[src/rtl/ram_dp_clr.sv]
`default_nettype none
// ============================================================================
// Module   : ram_dp_clr
// Brief    : Dual-port word RAM (A: read/write, B: read-only) with a hardware
//            clear sweep after reset or on request. Optional write-through
//            bypass when RAM_DP_WRITE_THROUGH_EN is defined.
// Revision : 1.0 - initial release
// ============================================================================
module ram_dp_clr #(
  parameter int WIDTH = 16,
  parameter int SIZE  = 8,
  localparam int AW   = $clog2(SIZE)
) (
  input  logic             clk,
  input  logic             reset,
  input  logic [WIDTH-1:0] in,
  input  logic             load,
  input  logic [AW-1:0]    address,
  output logic [WIDTH-1:0] out,
  input  logic [AW-1:0]    address_b,
  output logic [WIDTH-1:0] out_b,
  input  logic             clear,
  output logic             busy
);

  typedef enum logic [0:0] {
    S_IDLE  = 1'b0,
    S_CLEAR = 1'b1
  } state_t;

  // Range checks run one bit wider so a power-of-two SIZE does not wrap.
  localparam logic [AW:0]   c_size = (AW + 1)'(SIZE);
  localparam logic [AW-1:0] c_last = AW'(SIZE - 1);

  logic [WIDTH-1:0] r_mem [SIZE];
  state_t           r_state;
  state_t           w_state_nxt;
  logic [AW-1:0]    r_clr_addr;
  logic [AW-1:0]    w_clr_addr_nxt;

  logic             w_we;
  logic [AW-1:0]    w_waddr;
  logic [WIDTH-1:0] w_wdata;
  logic             w_a_in_range;
  logic             w_b_in_range;
  logic [WIDTH-1:0] w_rd_a;
  logic [WIDTH-1:0] w_rd_b;

  assign w_a_in_range = ({1'b0, address}   < c_size);
  assign w_b_in_range = ({1'b0, address_b} < c_size);

  always_ff @(posedge clk) begin
    if (reset) begin
      r_state    <= S_CLEAR;
      r_clr_addr <= '0;
    end else begin
      r_state    <= w_state_nxt;
      r_clr_addr <= w_clr_addr_nxt;
    end
  end

  // Next state and the single memory write port (sweep or port A).
  always_comb begin
    w_state_nxt    = r_state;
    w_clr_addr_nxt = r_clr_addr;
    w_we           = 1'b0;
    w_waddr        = address;
    w_wdata        = in;
    case (r_state)
      S_CLEAR: begin
        w_we    = 1'b1;
        w_waddr = r_clr_addr;
        w_wdata = '0;
        if (r_clr_addr == c_last) begin
          w_state_nxt    = S_IDLE;
          w_clr_addr_nxt = '0;
        end else begin
          w_clr_addr_nxt = r_clr_addr + 1'b1;
        end
      end
      default: begin
        if (clear) begin
          w_state_nxt    = S_CLEAR;
          w_clr_addr_nxt = '0;
        end else if (load && w_a_in_range) begin
          w_we = 1'b1;
        end
      end
    endcase
    if (reset) begin
      w_we = 1'b0;
    end
  end

  always_ff @(posedge clk) begin
    if (w_we) begin
      r_mem[w_waddr] <= w_wdata;
    end
  end

  assign busy = (r_state == S_CLEAR);

`ifdef RAM_DP_WRITE_THROUGH_EN
  logic w_bypass;
  assign w_bypass = (r_state == S_IDLE) && load && w_a_in_range;
  assign w_rd_a   = w_bypass ? in : r_mem[address];
  assign w_rd_b   = (w_bypass && (address_b == address)) ? in : r_mem[address_b];
`else
  assign w_rd_a   = r_mem[address];
  assign w_rd_b   = r_mem[address_b];
`endif

  // Partially cleared contents are never exposed while the sweep runs.
  assign out   = (busy || !w_a_in_range) ? '0 : w_rd_a;
  assign out_b = (busy || !w_b_in_range) ? '0 : w_rd_b;

endmodule
`default_nettype wire

[config.mk]
export PLATFORM = sky130hd
export DESIGN_NAME = ram_dp_clr
export DESIGN_NICKNAME = d
export VERILOG_FILES = /design/src/rtl/ram_dp_clr.sv
export SDC_FILE = /design/constraint.sdc
export NUM_CORES = 1
export LEC_CHECK = 0
export ABC_AREA = 1
export CAP_MARGIN = 15
export CORE_MARGIN = 2
export CORE_UTILIZATION = 47
export CTS_BUF_LIST = sky130_fd_sc_hd__clkbuf_2
export CTS_CLUSTER_DIAMETER = 200
export DETAILED_ROUTE_END_ITERATION = 10
export GPL_TIMING_DRIVEN = 0
export PLACE_DENSITY = 0.67
export SLEW_MARGIN = 20
export SYNTH_ARGS = -nofsm -noshare
export SYNTH_HDL_FRONTEND = slang
export SYNTH_SLANG_ARGS = --single-unit
[constraint.sdc]
create_clock -name clk -period 2.4 [get_ports clk]
set_input_delay 0.48 -clock clk [delete_from_list [all_inputs] [get_ports clk]]
set_output_delay 0.48 -clock clk [all_outputs]
set_load 0.005 [all_outputs]
### Yosys cells after proc, flatten, opt, wreduce, memory -nomap -nowiden

Memories as Yosys holds them, arrays and structs flattened.
Cells that the tools add are included.

| word-level totals | value |
|---|---|
| bits in writable memories | 128 |
| flip-flop bits (word level) | 4 |
| memories kept | 1 |
| input bits | 26 |

Memories:

| name | words | bits a word | read ports | clocked after Yosys merged registers in | write ports | RTL line | RTL |
|---|---|---|---|---|---|---|---|
| r_mem | 8 | 16 | 2 | 0 | 1 | 35 | `logic [WIDTH-1:0] r_mem [SIZE];` |

| cells by class | value |
|---|---|
| eq/ne operators | 1 |
| add/subtract/negate cells | 1 |
| muxes and demuxes | 16 |
| reductions and logical operators | 1 |

Operators with widths:

| kind | count |
|---|---|
| 2-to-1 mux 16 bit | 3 |
| 2-to-1 mux 3 bit | 4 |
| 2-to-1 mux 1 bit | 9 |
| adder 3 x 1 -> 3 bit, second input constant | 1 |
| == test 3 bit, second input constant | 1 |
| nonzero test 2 bit | 1 |

### Depth between registers and ports, before layout

Gate-level depths: netlist (run 1).

| depth | value |
|---|---|
| word-level depth | 6 |
| gate-level depth with buffers | 7 |

### Least setup slack after synthesis (run 1)

OpenSTA, ideal clock, no wires.

| timing | value |
|---|---|
| path type | in2reg |
| start point | in address[0] |
| end point | mem r_mem[7][0], enable pin |
| cell stages on the path | 5 |
| required time | 2.012 ns |
| slack | 0.357 ns |
| buffers on the path | 1 |
| arrival | 1.655 ns |
| path through | buf_2 -> inv_1 -> o21ai_1 -> nand2_1 -> nor2_1 |

| on the way | value |
|---|---|
| longest elaborated chain between the ends | 1 |

RTL lines:

| what | RTL line | RTL |
|---|---|---|
| from (decl) | 18 | `input logic [AW-1:0] address,` |
| 2-to-1 mux 3 bit | 69 | `case (r_state)` |
| to (decl) | 35 |  |

Every way passes these cells.

### Worst setup path after layout (run 1)

| timing | value |
|---|---|
| start point | reg r_state, in the netlist busy |
| end point | out out[15] |

| on the way | value |
|---|---|
| longest elaborated chain between the ends | 1 |

RTL lines:

| what | RTL line | RTL |
|---|---|---|
| from (decl) | 36 | `state_t r_state;` |
| from (signal assigned) | 57 | `r_state <= w_state_nxt;` |
| 2-to-1 mux 16 bit | 114 | `assign out = (busy \|\| !w_a_in_range) ? '0 : w_rd_a;` |
| to (decl) | 19 | `output logic [WIDTH-1:0] out,` |

Every way passes these cells.

==> results.yml, run 1 <==
die:
  start_util: 0.478
  die_width_um: 128
  io_pins: 59
  die_h_um: 128
  rows: 45
  die-area_um2: 16300
  core_um2: 15100
hold_path:
  min_path_cells: 2
  hold_class: "in2reg"
logic_synthesis:
  netlist_area_um2: 7210
  ys_seq_area_frac: 0.544
  yosysTopAreaCell: "edfxtp_1"
  synth_top_area_frac: 0.533
  avgSynthCellArea_um2: 8.27
  ys_ff_latch: 132
  ys_types: 22
  syn_nets: 899
  synthCells: 871
  synth_area_leaders: "edfxtp_1, nand2_1, inv_1, o211ai_1, nand3_1"
  ys_warn_count: 0
clock_tree:
  cts.sinks: 132
  cts_max_level: 4
  postCtsHoldBufs: 0
  cts_buffers: 17
  cts_tree: "done"
  insertion_delay_ns: 0.72
  clock_path_buffers: 2
  cts_root_buffer: "clkbuf_2"
  clk_pin_slew_ns: 0.18
sta:
  setup_viol: 8
  period_share: 1.01
  rsz0062_at_grt: "true"
  fin_hold_ws_ns: 0.385
  finalHoldViolations: 0
  fin_skew_ns: 0.0185
  slew-limit-headroom: 0.458
  max_freq_mhz: 412
  final_max_slew_viol_count: 0
  setup_ws_ns: -0.0295
  post-route-min-period_ns: 2.43
  tightest_slew_ns: 0.810
placed_design:
  dpl.cell_count: 1122
  dpl_worst_slack_ns: -0.609
  routabilityCongestion: 0.884
  placed_cell_area_um2: 8110
  hpwl_um: 14800
  portBuffers: 55
grt:
  use_met3: 0.0463
  track_usage: 0.272
  grt_pass1_wl_um: 32700
  grt_max_degree: 17
  grt-busiest-layer: "met2"
  grt.overflow.total: 0
  grt_use_met2: 0.433
  antenna_found_initial: 1
  grt_pass1_vias: 5773
  use_met1: 0.383
routing:
  viasPerCell: 5.30
  drt_iter0_drc: 770
  vias: 6220
  first_pass_iters: 5
  final_antenna_net_count: 0
  routedWlPerCell_um: 18.4
  drc: 0
  wl_um: 21600
pwr:
  powerDensity_nw_per_um2: 511
  vdd_drop_max_uv: 308
  leakage_nw: 4.13
  power_mw: 4.44
worst_setup_path:
  setup.worst_path.start_class: "register"
  crit_slowest_cell: "dfxtp_2"
  cp_top_family: "buffers and inverters"
  cp.depth: 8
  path_max_fanout: 7
  r2r_cells: 10
  critical_path_class: "reg2out"
  arrival_ns: 1.95
  crit_chain: "buf_8 -> nor2_4 -> buf_6 -> buf_6 -> buf_6 -> nand2_2 -> nand2_2 -> buf_2"
  worstPathBufferInverterCount: 5
  worst_setup_path_end_kind: "output port"
  crit_path_frequent_cell: "buf_6"
  worstPathRequired_ns: 1.92
  cp_slowest_stage_delay_ns: 0.37
cells_and_area:
  n_fill_cell: 1335
  layout.cells.non_filler: 1174
  design_area_um2: 8690
  multi_input_area_um2: 2620
  seq_area_um2: 3930
  drive_gt1_frac: 0.213
  nets: 1003
  area.growth.synth_to_final_pct: 20.6
run:
  drv_cap: 0
run_status:
  status: "finished, violations left"
  failed_checks: "negative setup slack"
==> synthesized netlist by cell type (all sizes together) <==
master,number
a21oi,6
buf,48
clkbuf,3
dfxtp,4
edfxtp,128
ha,2
inv,155
nand2,316
nand3,80
nor2,59
o211ai,64
o21ai,4
or2,2
==> cell families (layout without fill, tap and decap cells) <==
kind of cell / Yosys count / count (layout) / synth area share
AOI/OAI and AO/OA: 74 / 74 / 0.0747
adders and majority gates: 2 / 2 / 0.00347
other: 0 / 1 / 0
buffers and inverters: 206 / 320 / 0.123
DFF: 132 / 132 / 0.544
and+or+nand+nor: 457 / 457 / 0.254
==> what timing repair did <==
| item | 4_1_cts | 5_1_grt |
|---|---|---|
| pin swaps | 24 | 27 |
| setup buffers | 20 | 4 |
| endpoints found under the setup margin | 32 | 31 |
| gates cloned | 2 | 0 |
| resized for setup | 203 | 33 |
| hold endpoints to repair | 0 | 0 |
==> flip-flops by register name, indices dropped and copies added (netlist names) <==
name,cells
busy,1
r_clr_addr,3
r_mem,128
==> report_power, final <==
group / internal [mW] / switching [mW]
sequential: 2.57 / 0.0249
clock: 0.464 / 0.774
combinational: 0.212 / 0.398
total: 3.24 / 1.20
==> worst reg2reg max path: cells and delay by family (launching register included) <==
| kind | cells | cell delay [ns] |
|---|---|---|
| AO/OA/AOI/OAI | 1 | 0.22 |
| buffers and inverters | 6 | 0.82 |
| flip-flops | 1 | 0.39 |
| AND/OR/NAND/NOR | 3 | 0.62 |
==> metrics by stage <==
step / utilization / setup TNS (ns)
after global routing: 0.576 / -1.48
final: 0.576 / -0.125
after CTS: 0.571 / -1.19
after detailed placement: 0.538 / -13.18
after global placement: 0.530 / -102.42
after floorplan: - / 0
==> metal layers <==
layer | vias up | wire (um)
met2 | 316 | 10000
met3 | 26 | 1790
li1 | 2994 | -
met4 | 0 | 328
met1 | 2884 | 9480
met5 | - | 0
==> worst paths after layout <==
path | from | endpoint | slack (ns)
worst min-delay path | reset | r_clr_addr[1]$_SDFFE_PP0P_ | 0.38
worst min register to register | r_clr_addr[1]$_SDFFE_PP0P_ | r_clr_addr[1]$_SDFFE_PP0P_ | 0.49
worst max register to register | busy$_SDFF_PP1_ | r_mem[0][6]$_DFFE_PP_ | 0.06
worst max-delay path | busy$_SDFF_PP1_ | out[15] | -0.03
==> placed cells by master, fill, tap and decap left out, types with 3 or more instances in the layout <==
master           netlist  final
dfxtp_1                4      3
nand2_2                0     26
nand2_4                0     13
nor2_2                 1     21
inv_1                152    149
clkinv_2               0      4
nand3_1               80     79
buf_6                  6     22
buf_4                  8     19
inv_2                  3      5
nor2_1                57     36
buf_8                  0      9
o211ai_1              64     64
edfxtp_1             128    128
buf_12                 0      4
nand2_1              316    277
clkbuf_2               0     25
clkdlybuf4s50_1        0     22
a21oi_1                5      5
buf_2                 33     52
==> area by class of cell <==
| cell class | count | area share |
|---|---|---|
| clock inverters | 8 | 0.0101 |
| clock buffers | 21 | 0.0121 |
| well taps | 188 | 0.0271 |
| plain buffers | 49 | 0.0391 |
| flip-flops and latches | 132 | 0.451 |
| multi-input cells | 533 | 0.301 |
| diodes | 1 | 0.000288 |
| repair buffers | 87 | 0.0914 |
| inverters | 155 | 0.0672 |
No activity file was read; power rests on OpenSTA's default activity.
==> run 2, diff against run 1 <==
- SETUP_SLACK_MARGIN: not set -> 0.15
==> run 2 against run 1 <==
Against the previous run: the run still ends with negative setup slack left; global-route usage hardly changed; register-to-register slack better by 0.16 ns; sequential power hardly changed; clock-buffer cell count stayed put; worst setup slack worse by 0.042 ns; clock power hardly changed; critical endpoint unchanged; largest power group unchanged; highest routed layer unchanged.
==> results.yml, run 2 (synthesized netlist as in run 1, its figures left out) <==
grt:
  grt_pass1_wl_um: 32700
  grt_max_degree: 17
  track_usage: 0.272
  antenna_found_initial: 1
  grt.overflow.total: 0
  grt_pass1_vias: 5780
die:
  start_util: 0.478
  die-area_um2: 16300
  rows: 45
  die_h_um: 128
  core_um2: 15100
  die_width_um: 128
  io_pins: 59
worst_setup_path:
  critical_path_class: "reg2out"
  setup.worst_path.start_class: "register"
  arrival_ns: 1.99
  worst_setup_path_end_kind: "output port"
  worstPathRequired_ns: 1.92
  path_max_fanout: 8
cells_and_area:
  final_common_cell: "nand2_1"
  layout.cells.non_filler: 1183
  top_register: "r_mem"
  area.growth.synth_to_final_pct: 21.8
  final_cell_mix: "nand2_1, inv_1, edfxtp_1"
  drive_gt1_frac: 0.221
  largest_reg_flops: 128
  design_area_um2: 8780
  n_fill_cell: 1325
  nets: 1012
routing:
  drt_iter0_drc: 625
  first_pass_iters: 5
  wl_um: 21800
  viasPerCell: 5.39
  final_antenna_net_count: 0
  routedWlPerCell_um: 18.5
  drc: 0
  vias: 6374
run:
  drv_cap: 0
placed_design:
  hpwl_um: 14800
  placed_cell_area_um2: 8110
  dpl.cell_count: 1122
  portBuffers: 55
  routabilityCongestion: 0.884
  dpl_worst_slack_ns: -0.609
clock_tree:
  cts_tree: "done"
  clock_path_buffers: 2
  clk_pin_slew_ns: 0.18
  cts_max_level: 4
  cts.sinks: 132
  cts_root_buffer: "clkbuf_2"
  cts_buffers: 17
  insertion_delay_ns: 0.71
  postCtsHoldBufs: 0
pwr:
  vdd_drop_max_uv: 306
  leakage_nw: 4.16
  powerDensity_nw_per_um2: 508
hold_path:
  hold_class: "in2reg"
sta:
  post-route-min-period_ns: 2.47
  setup_ws_ns: -0.0718
  period_share: 1.03
  finalHoldViolations: 0
  rsz0062_at_grt: "true"
  tightest_slew_ns: 0.777
  fin_hold_ws_ns: 0.375
  setup_viol: 9
  fin_setup_tns_ns: -0.392
  slew-limit-headroom: 0.480
  fin_skew_ns: 0.0239
  final_max_slew_viol_count: 0
  max_freq_mhz: 405
run_status:
  status: "finished, violations left"
  failed_checks: "negative setup slack"
run 2: changes by cell type in the layout (fill, tap and decap cells not counted), sizes merged:
cell           change
clkdlybuf4s15      +1
dlygate4sd2        -1
clkbuf             -3
buf               +12
run 2: final cells by class:
type | count | area [um^2] | area share
sequential | 132 | 3930 | 0.447
multi-input combinational | 533 | 2650 | 0.302
timing repair buffer | 94 | 818 | 0.0932
inverter | 155 | 584 | 0.0666
buffer | 51 | 365 | 0.0416
tap | 188 | 235 | 0.0268
clock buffer | 21 | 105 | 0.0120
clock inverter | 8 | 87.6 | 0.00998
antenna | 1 | 2.50 | 0.000285
run 2: critical path: stages, from the launching register on:
cell and delay [ns]:
dfxtp_2 0.37, buf_8 0.14, nor2_4 0.20, buf_6 0.14, buf_6 0.10, buf_6 0.11
nand2_4 0.04, nand2_2 0.06, buf_2 0.11
run 2: where the power goes:
part | internal, mW | leakage [nW] | switching (mW)
clock network | 0.464 | 0.134 | 0.770
registers | 2.57 | 1.24 | 0.0248
logic | 0.224 | 2.78 | 0.409
run 2: timing repair:
| item | in CTS | in global routing |
|---|---|---|
| resized for setup | 205 | 36 |
| endpoints found under the setup margin | 32 | 116 |
| buffers inserted | 17 | 12 |
| pin swaps | 37 | 27 |
| cloned | 2 | 0 |
run 2: final timing paths:
check                           slack, ns                        from                    endpoint  cells after the start
worst max-delay path                -0.07             busy$_SDFF_PP1_                     out[15]                      8
worst min-delay path                 0.37                       reset  r_clr_addr[1]$_SDFFE_PP0P_                      2
worst max register to register       0.22             busy$_SDFF_PP1_      r_mem[3][10]$_DFFE_PP_                     10
worst min register to register       0.49  r_clr_addr[1]$_SDFFE_PP0P_  r_clr_addr[1]$_SDFFE_PP0P_                      2
run 2: metrics by stage:
step | utilization | power, mW
floorplan | - | 2.99
global placement | 0.530 | 3.18
detailed placement | 0.538 | 3.21
CTS | 0.567 | 4.42
global route | 0.582 | 4.62
finish | 0.582 | 4.46
run 2: routing by layer:
| layer | vias to the layer above | wire [um] | GRT usage |
|---|---|---|---|
| li1 | 3014 | - | - |
| met1 | 2987 | 9170 | 0.375 |
| met2 | 337 | 10200 | 0.431 |
| met3 | 36 | 2040 | 0.0576 |
| met4 | 0 | 435 | 0.0937 |
| met5 | - | 0 | 0 |
